<file path="src/rtl/gate_delay_meter.sv">
// gate_delay_meter
//   Measures the delay, in clk cycles, from a transition on stim to the
//   matching transition on resp. Each delay is classified as a rise
//   (resp went 0->1) or a fall (resp went 1->0). Running min/max/count
//   statistics are kept separately for rises and falls.
//
// Parameters
//   CNT_W   : width of the delay counter and of all delay/stat outputs
//   TIMEOUT : cycles to wait for a response (1 .. 2^CNT_W-1)
//
// Ports
//   clk, rst            : clock (rising edge), async active-high reset
//   stim, resp          : stimulus and observed response (clk-synchronous)
//   clr_stats           : synchronous clear of the statistics
//   meas_valid          : 1-cycle pulse, measurement complete
//   meas_rise           : 1 = rise delay, 0 = fall delay (with meas_valid)
//   meas_delay          : measured delay in cycles (with meas_valid)
//   timeout             : 1-cycle pulse, no response within TIMEOUT cycles
//   overrun             : 1-cycle pulse, new stim edge while measuring
//   spurious            : 1-cycle pulse, resp edge with nothing pending
//   rise_min/max, fall_min/max : running delay statistics
//   rise_cnt, fall_cnt  : measurement counts, saturating at 16'hFFFF
module gate_delay_meter #(
   parameter int CNT_W   = 8,
   parameter int TIMEOUT = 200
) (
   input  logic             clk,
   input  logic             rst,
   input  logic             stim,
   input  logic             resp,
   input  logic             clr_stats,
   output logic             meas_valid,
   output logic             meas_rise,
   output logic [CNT_W-1:0] meas_delay,
   output logic             timeout,
   output logic             overrun,
   output logic             spurious,
   output logic [CNT_W-1:0] rise_min,
   output logic [CNT_W-1:0] rise_max,
   output logic [CNT_W-1:0] fall_min,
   output logic [CNT_W-1:0] fall_max,
   output logic [15:0]      rise_cnt,
   output logic [15:0]      fall_cnt
);

   localparam logic ST_IDLE = 1'b0;
   localparam logic ST_MEAS = 1'b1;
   localparam logic [CNT_W-1:0] TIMEOUT_C = CNT_W'(TIMEOUT);

   logic             stim_q, resp_q;
   logic             primed_reg;
   logic             state_reg, state_next;
   logic [CNT_W-1:0] cnt_reg, cnt_next;

   logic             stim_edge, resp_edge;
   logic             rep_next, ovr_next, tmo_next, spur_next;
   logic [CNT_W-1:0] rep_delay_next;

   assign stim_edge = stim ^ stim_q;
   assign resp_edge = resp ^ resp_q;

   always_comb begin
      state_next     = state_reg;
      cnt_next       = cnt_reg;
      rep_next       = 1'b0;
      rep_delay_next = '0;
      ovr_next       = 1'b0;
      tmo_next       = 1'b0;
      spur_next      = 1'b0;
      // Until the first post-reset edge has loaded the sample registers,
      // the edge detectors compare against reset values, not real history.
      if (primed_reg) begin
         case (state_reg)
            ST_IDLE: begin
               if (stim_edge && resp_edge) begin
                  rep_next = 1'b1;
               end else if (stim_edge) begin
                  state_next = ST_MEAS;
                  cnt_next   = CNT_W'(1);
               end else if (resp_edge) begin
                  spur_next = 1'b1;
               end
            end
            default: begin
               if (resp_edge) begin
                  rep_next       = 1'b1;
                  rep_delay_next = cnt_reg;
                  // A simultaneous stim edge immediately opens the next window.
                  if (stim_edge) begin
                     cnt_next = CNT_W'(1);
                  end else begin
                     state_next = ST_IDLE;
                     cnt_next   = '0;
                  end
               end else if (stim_edge) begin
                  ovr_next = 1'b1;
                  cnt_next = CNT_W'(1);
               end else if (cnt_reg == TIMEOUT_C) begin
                  tmo_next   = 1'b1;
                  state_next = ST_IDLE;
                  cnt_next   = '0;
               end else begin
                  cnt_next = cnt_reg + CNT_W'(1);
               end
            end
         endcase
      end
   end

   always_ff @(posedge clk or posedge rst) begin
      if (rst) begin
         stim_q     <= 1'b0;
         resp_q     <= 1'b0;
         primed_reg <= 1'b0;
         state_reg  <= ST_IDLE;
         cnt_reg    <= '0;
         meas_valid <= 1'b0;
         meas_rise  <= 1'b0;
         meas_delay <= '0;
         timeout    <= 1'b0;
         overrun    <= 1'b0;
         spurious   <= 1'b0;
      end else begin
         stim_q     <= stim;
         resp_q     <= resp;
         primed_reg <= 1'b1;
         state_reg  <= state_next;
         cnt_reg    <= cnt_next;
         meas_valid <= rep_next;
         timeout    <= tmo_next;
         overrun    <= ovr_next;
         spurious   <= spur_next;
         if (rep_next) begin
            meas_rise  <= resp;
            meas_delay <= rep_delay_next;
         end
      end
   end

   // Statistics: set 1 tracks rises (new resp level 1), set 0 tracks falls.
   genvar gi;
   generate
      for (gi = 0; gi < 2; gi++) begin : g_stat
         logic [CNT_W-1:0] min_reg, max_reg;
         logic [15:0]      num_reg;
         logic             hit;

         assign hit = rep_next && (resp == (gi == 1));

         always_ff @(posedge clk or posedge rst) begin
            if (rst) begin
               min_reg <= '1;
               max_reg <= '0;
               num_reg <= '0;
            end else if (clr_stats) begin
               // Clear takes precedence over a sample landing this cycle.
               min_reg <= '1;
               max_reg <= '0;
               num_reg <= '0;
            end else if (hit) begin
               if (rep_delay_next < min_reg) min_reg <= rep_delay_next;
               if (rep_delay_next > max_reg) max_reg <= rep_delay_next;
               if (num_reg != 16'hFFFF) num_reg <= num_reg + 16'd1;
            end
         end
      end
   endgenerate

   assign rise_min = g_stat[1].min_reg;
   assign rise_max = g_stat[1].max_reg;
   assign rise_cnt = g_stat[1].num_reg;
   assign fall_min = g_stat[0].min_reg;
   assign fall_max = g_stat[0].max_reg;
   assign fall_cnt = g_stat[0].num_reg;

endmodule
</file>
<file path="config.mk">
export PLATFORM = sky130hd
export DESIGN_NAME = gate_delay_meter
export DESIGN_NICKNAME = d
export VERILOG_FILES = /design/src/rtl/gate_delay_meter.sv
export SDC_FILE = /design/constraint.sdc
export NUM_CORES = 1
export LEC_CHECK = 0
export ABC_CLOCK_PERIOD_IN_PS = 5810
export BUFFER_PORTS_ARGS = -buffer_cell sky130_fd_sc_hd__buf_2
export CAP_MARGIN = 20
export CORE_MARGIN = 4
export CORE_UTILIZATION = 49
export DETAILED_ROUTE_END_ITERATION = 10
export PLACE_DENSITY = 0.77
export RECOVER_POWER = 25
export SLEW_MARGIN = 15
export SYNTH_ARGS = -nofsm -noshare
export SYNTH_HDL_FRONTEND = slang
export SYNTH_SLANG_ARGS = --single-unit
</file>
<file path="constraint.sdc">
create_clock -name clk -period 5.81 [get_ports clk]
set_clock_uncertainty 0.05 [all_clocks]
set_input_delay 0.2905 -clock clk [delete_from_list [all_inputs] [get_ports clk]]
set_output_delay 0.2905 -clock clk [all_outputs]
set_load 0.05 [all_outputs]
</file>
==> results.md <==
- Outcome: finished with violations
- Violations in the final reports: capacitance limit, slew limit
- Layout cells sized above 1: 17.3%
- Crit path from: state_reg$_DFFE_PP0P_
- Delay of the slowest critical-path stage: 540 ps
- Critical path type: register to register
- Resized cells post-CTS: 0
- Post-DR wirelength/cell: 16.4 um
- Number of antenna violations at the first check in global routing: 0
- Area Overhead vs Synth: 12.6%
- Warnings from Yosys: 0
- Placed Cells incl. Taps: 743
- Biggest area consumer among synthesized cells: sky130_fd_sc_hd__dfrtp_1
- Drt pass-1 iters: 6
- RSZ-0062 raised after global routing: false
- Endpoint of the worst-slack reg-to-reg timing path: fall_max[6]$_DFFE_PP0P_
- Worst max-slew margin expressed relative to the limit: -33.4%
- Maximum number of pins on one net before global-route repair: 61
- Number of design-rule violations left by the first detailed-router iteration: 188
- Floorplan core area: 0.0103 mm^2
- Global-route wire length before repair: 20800 um
- # Max-Cap Violations: 1
- Clock Sink Count: 89
- Die Ht: 111 um
- Netlist Area Pre-Place: 0.00520 mm^2
- Horizontal extent of the die: 111 um
- Area share of the largest cell type after synthesis: 35.1%
- Maximum fanout count along the critical path: 11
- Synth Area per Inst: 9.56 um^2
- Ant. Diodes: 0
- CP Capture Type: register
- TritonCTS clock tree: built
- Min-Delay Startpoint: stim
- Min-Delay Path Class: input port to register
- Post-synthesis instance total: 544
- Top cells by count, synth: 73 x sky130_fd_sc_hd__dfrtp_1, 58 x sky130_fd_sc_hd__nor2_1, 52 x sky130_fd_sc_hd__nand2_1
- Buffers on Ports: 81
- Post-route insts no fill: 760
- Startpoint class of the critical path: register
- Vias after detailed routing: 4324
- Fin crit share: 59.3%
- Number of nets in the finished design: 654
- I/O pin cnt: 82
- Capture point of the critical path: fall_max[6]$_DFFE_PP0P_
- Drt drc: 0
- Seq/Total Area, Yosys: 43.2%
- Post-CTS setup-driven buffer insertion count: 0
- Wirelength, routed: 12500 um
- Total of flip-flops plus latches after synthesis: 89
- Cell leakage power: 2.89 nW
- Final setup violation count: 0
- Starting Density: 50.4%
- Upper clock frequency limit: 0.290 GHz
- Most repeated cell in the gate-level netlist after synthesis: sky130_fd_sc_hd__dfrtp_1
- Total gr overflow: 0
- Startpoint of the most critical register-to-register path: state_reg$_DFFE_PP0P_
- Fill cell instance count of the final layout: 930
- Cell row count: 37
- Aggregate global-route resource usage: 20.5%
- Synth Net Count: 579
- Cell type group with the largest total delay on the critical path: compound AO/OA/AOI/OAI gates
- Req. time, crit path: 6050 ps
- Htree depth: 3
- Synth top area cells: sky130_fd_sc_hd__dfrtp_1 35%, sky130_fd_sc_hd__dfstp_2 8.1%, sky130_fd_sc_hd__ha_1 7.2%
- Final critical path time including I/O delays and setup: 3450 ps
- CP Data Arrival Time: 3680 ps
- Synth unique cells: 57
- Number of max-slew violations in the final report: 45
- Share of flip-flops with an asynchronous set or reset: 100%
- Number of vias per cell after detailed routing: 5.69
- DRT antenna net count: 0
- Final Hold Vio Count: 0
- Maximum ir drop on the vdd rail: 0.127 mV
- Crit path max-delay cell type: sky130_fd_sc_hd__dfrtp_1
- Final HPWL from detailed placement: 9050 um
- Worst-case clock buffer depth: 2
- Transition at the pin with the smallest max-transition slack: 1990 ps
- Number of cells on the worst reg-to-reg path: 9
- Via count of the first global-routing pass: 4242
- Power Dens Cells: 209 mW/mm^2
- Main synth FF type: sky130_fd_sc_hd__dfrtp_1
- Root buf cell: sky130_fd_sc_hd__clkbuf_8
- Die ar.: 0.0123 mm^2
- Number of buffers and inverters on the critical path: 0
- Gp weighted congestion: 0.844
- Crit path cell chain: nand2_1 -> nor2_1 -> and2_1 -> ha_1 -> a21o_1 -> a21o_1 -> a221o_1 -> o21ai_2 -> mux2i_1
- Number of enable-type register cells in the synthesized netlist: 0
- Final sum of negative setup slack: 0 ps
- Total design power: 1.22 mW
- Instance count on the critical path: 9
- Later-pin clock latency in the skew report: 370 ps
- Setup slack of the most critical reg-to-reg path: 2360 ps
- Clock transition at the registers of the reported paths: 80 ps
- Cell seen most often among critical-path stages: sky130_fd_sc_hd__a21o_1
- Cts bufs inserted: 9
-- layout make-up --
| type | instances | area [um^2] | area share [%] |
|---|---|---|---|
| Clock buffer | 12 | 145 | 2.48 |
| Clock inverter | 4 | 28.8 | 0.491 |
| Inverter | 40 | 151 | 2.59 |
| Multi-Input combinational cell | 396 | 2720 | 46.4 |
| Sequential cell | 89 | 2250 | 38.4 |
| Tap cell | 136 | 170 | 2.91 |
| Timing Repair Buffer | 83 | 398 | 6.79 |
-- cells by family after synthesis --
group / synth area share (%)
AO/OA/AOI/OAI: 12.5
XOR/XNOR: 4.04
adder cells (fa/ha/maj): 7.22
buffers and inverters: 4.57
flip-flops: 43.2
multiplexers: 7.65
other: 0.0721
AND/OR/NAND/NOR: 20.7
-- power by group --
group / internal, mW / switching, mW / leakage, nW / total, mW
Clock: 0.167 / 0.220 / 0.0826 / 0.387
Combinational: 0.0381 / 0.127 / 1.63 / 0.165
Sequential: 0.643 / 0.0257 / 1.17 / 0.669
-- per-stage QoR --
stage | util (%) | setup WS [ps] | hold slack (ps) | instance area, um^2
final | 56.7 | 2360 | 51.6 | 5860
after global routing | 56.7 | 2050 | 57.6 | 5860
after CTS | 57.0 | 2410 | 20.1 | 5880
after detailed placement | 55.2 | 2440 | 403 | 5700
after global placement | 55.2 | 2580 | 388 | 5700
after floorplan | - | 2920 | 272 | 5200
-- metal layers --
metal	track usage [%]	part of all wire (%)	vias to the layer above	wire [um]
met5	0	0	-	0
met3	3.55	5.6	21	701
met1	27.0	45	2111	5590
li1	-	-	2065	-
met2	34.0	48	127	5950
met4	7.70	1.9	0	236
-- layout by cell type (no fill, tap or decap), types with 4 or more instances in the layout --
master / n
sky130_fd_sc_hd__a211oi_1: 8
sky130_fd_sc_hd__a21o_1: 13
sky130_fd_sc_hd__a21oi_1: 17
sky130_fd_sc_hd__and2_1: 9
sky130_fd_sc_hd__and3_1: 10
sky130_fd_sc_hd__and4_1: 7
sky130_fd_sc_hd__buf_2: 61
sky130_fd_sc_hd__clkbuf_1: 22
sky130_fd_sc_hd__clkbuf_8: 10
sky130_fd_sc_hd__dfrtp_1: 73
sky130_fd_sc_hd__dfstp_2: 16
sky130_fd_sc_hd__ha_1: 30
sky130_fd_sc_hd__inv_1: 39
sky130_fd_sc_hd__mux2_2: 5
sky130_fd_sc_hd__mux2i_1: 33
sky130_fd_sc_hd__nand2_1: 52
sky130_fd_sc_hd__nand2b_1: 4
sky130_fd_sc_hd__nand3_1: 19
sky130_fd_sc_hd__nand4_1: 10
sky130_fd_sc_hd__nor2_1: 58
sky130_fd_sc_hd__nor2b_1: 10
sky130_fd_sc_hd__nor3_1: 14
sky130_fd_sc_hd__nor4_1: 12
sky130_fd_sc_hd__o21a_1: 4
sky130_fd_sc_hd__o21ai_0: 12
sky130_fd_sc_hd__o31ai_1: 4
sky130_fd_sc_hd__xnor2_1: 19
sky130_fd_sc_hd__xor2_1: 5
-- worst reg2reg max path: cells and delay by family, from the launching register on --
family / cells / cell delay (ps)
fa+ha+maj: 1 / 320
flops: 1 / 540
mux: 1 / 260
compound gates: 4 / 1250
simple gates: 3 / 980
-- worst min-delay path by stage --
stage	depth (start not counted)	end	slack, ps
2_1_floorplan	0	resp_q$_DFF_PP0_	270
3_3_place_gp	2	rise_cnt[8]$_DFFE_PP0P_	390
3_5_place_dp	2	rise_cnt[8]$_DFFE_PP0P_	400
4_1_cts	1	stim_q$_DFF_PP0_	20
5_1_grt	1	stim_q$_DFF_PP0_	60
6_report	1	stim_q$_DFF_PP0_	50
-- timing repair --
action | in CTS | in global routing
hold endpoints to repair | 2 | 0
endpoints found under the setup margin | 0 | 0
hold buffers | 1 | 0
(Power assumes the default switching activity.)
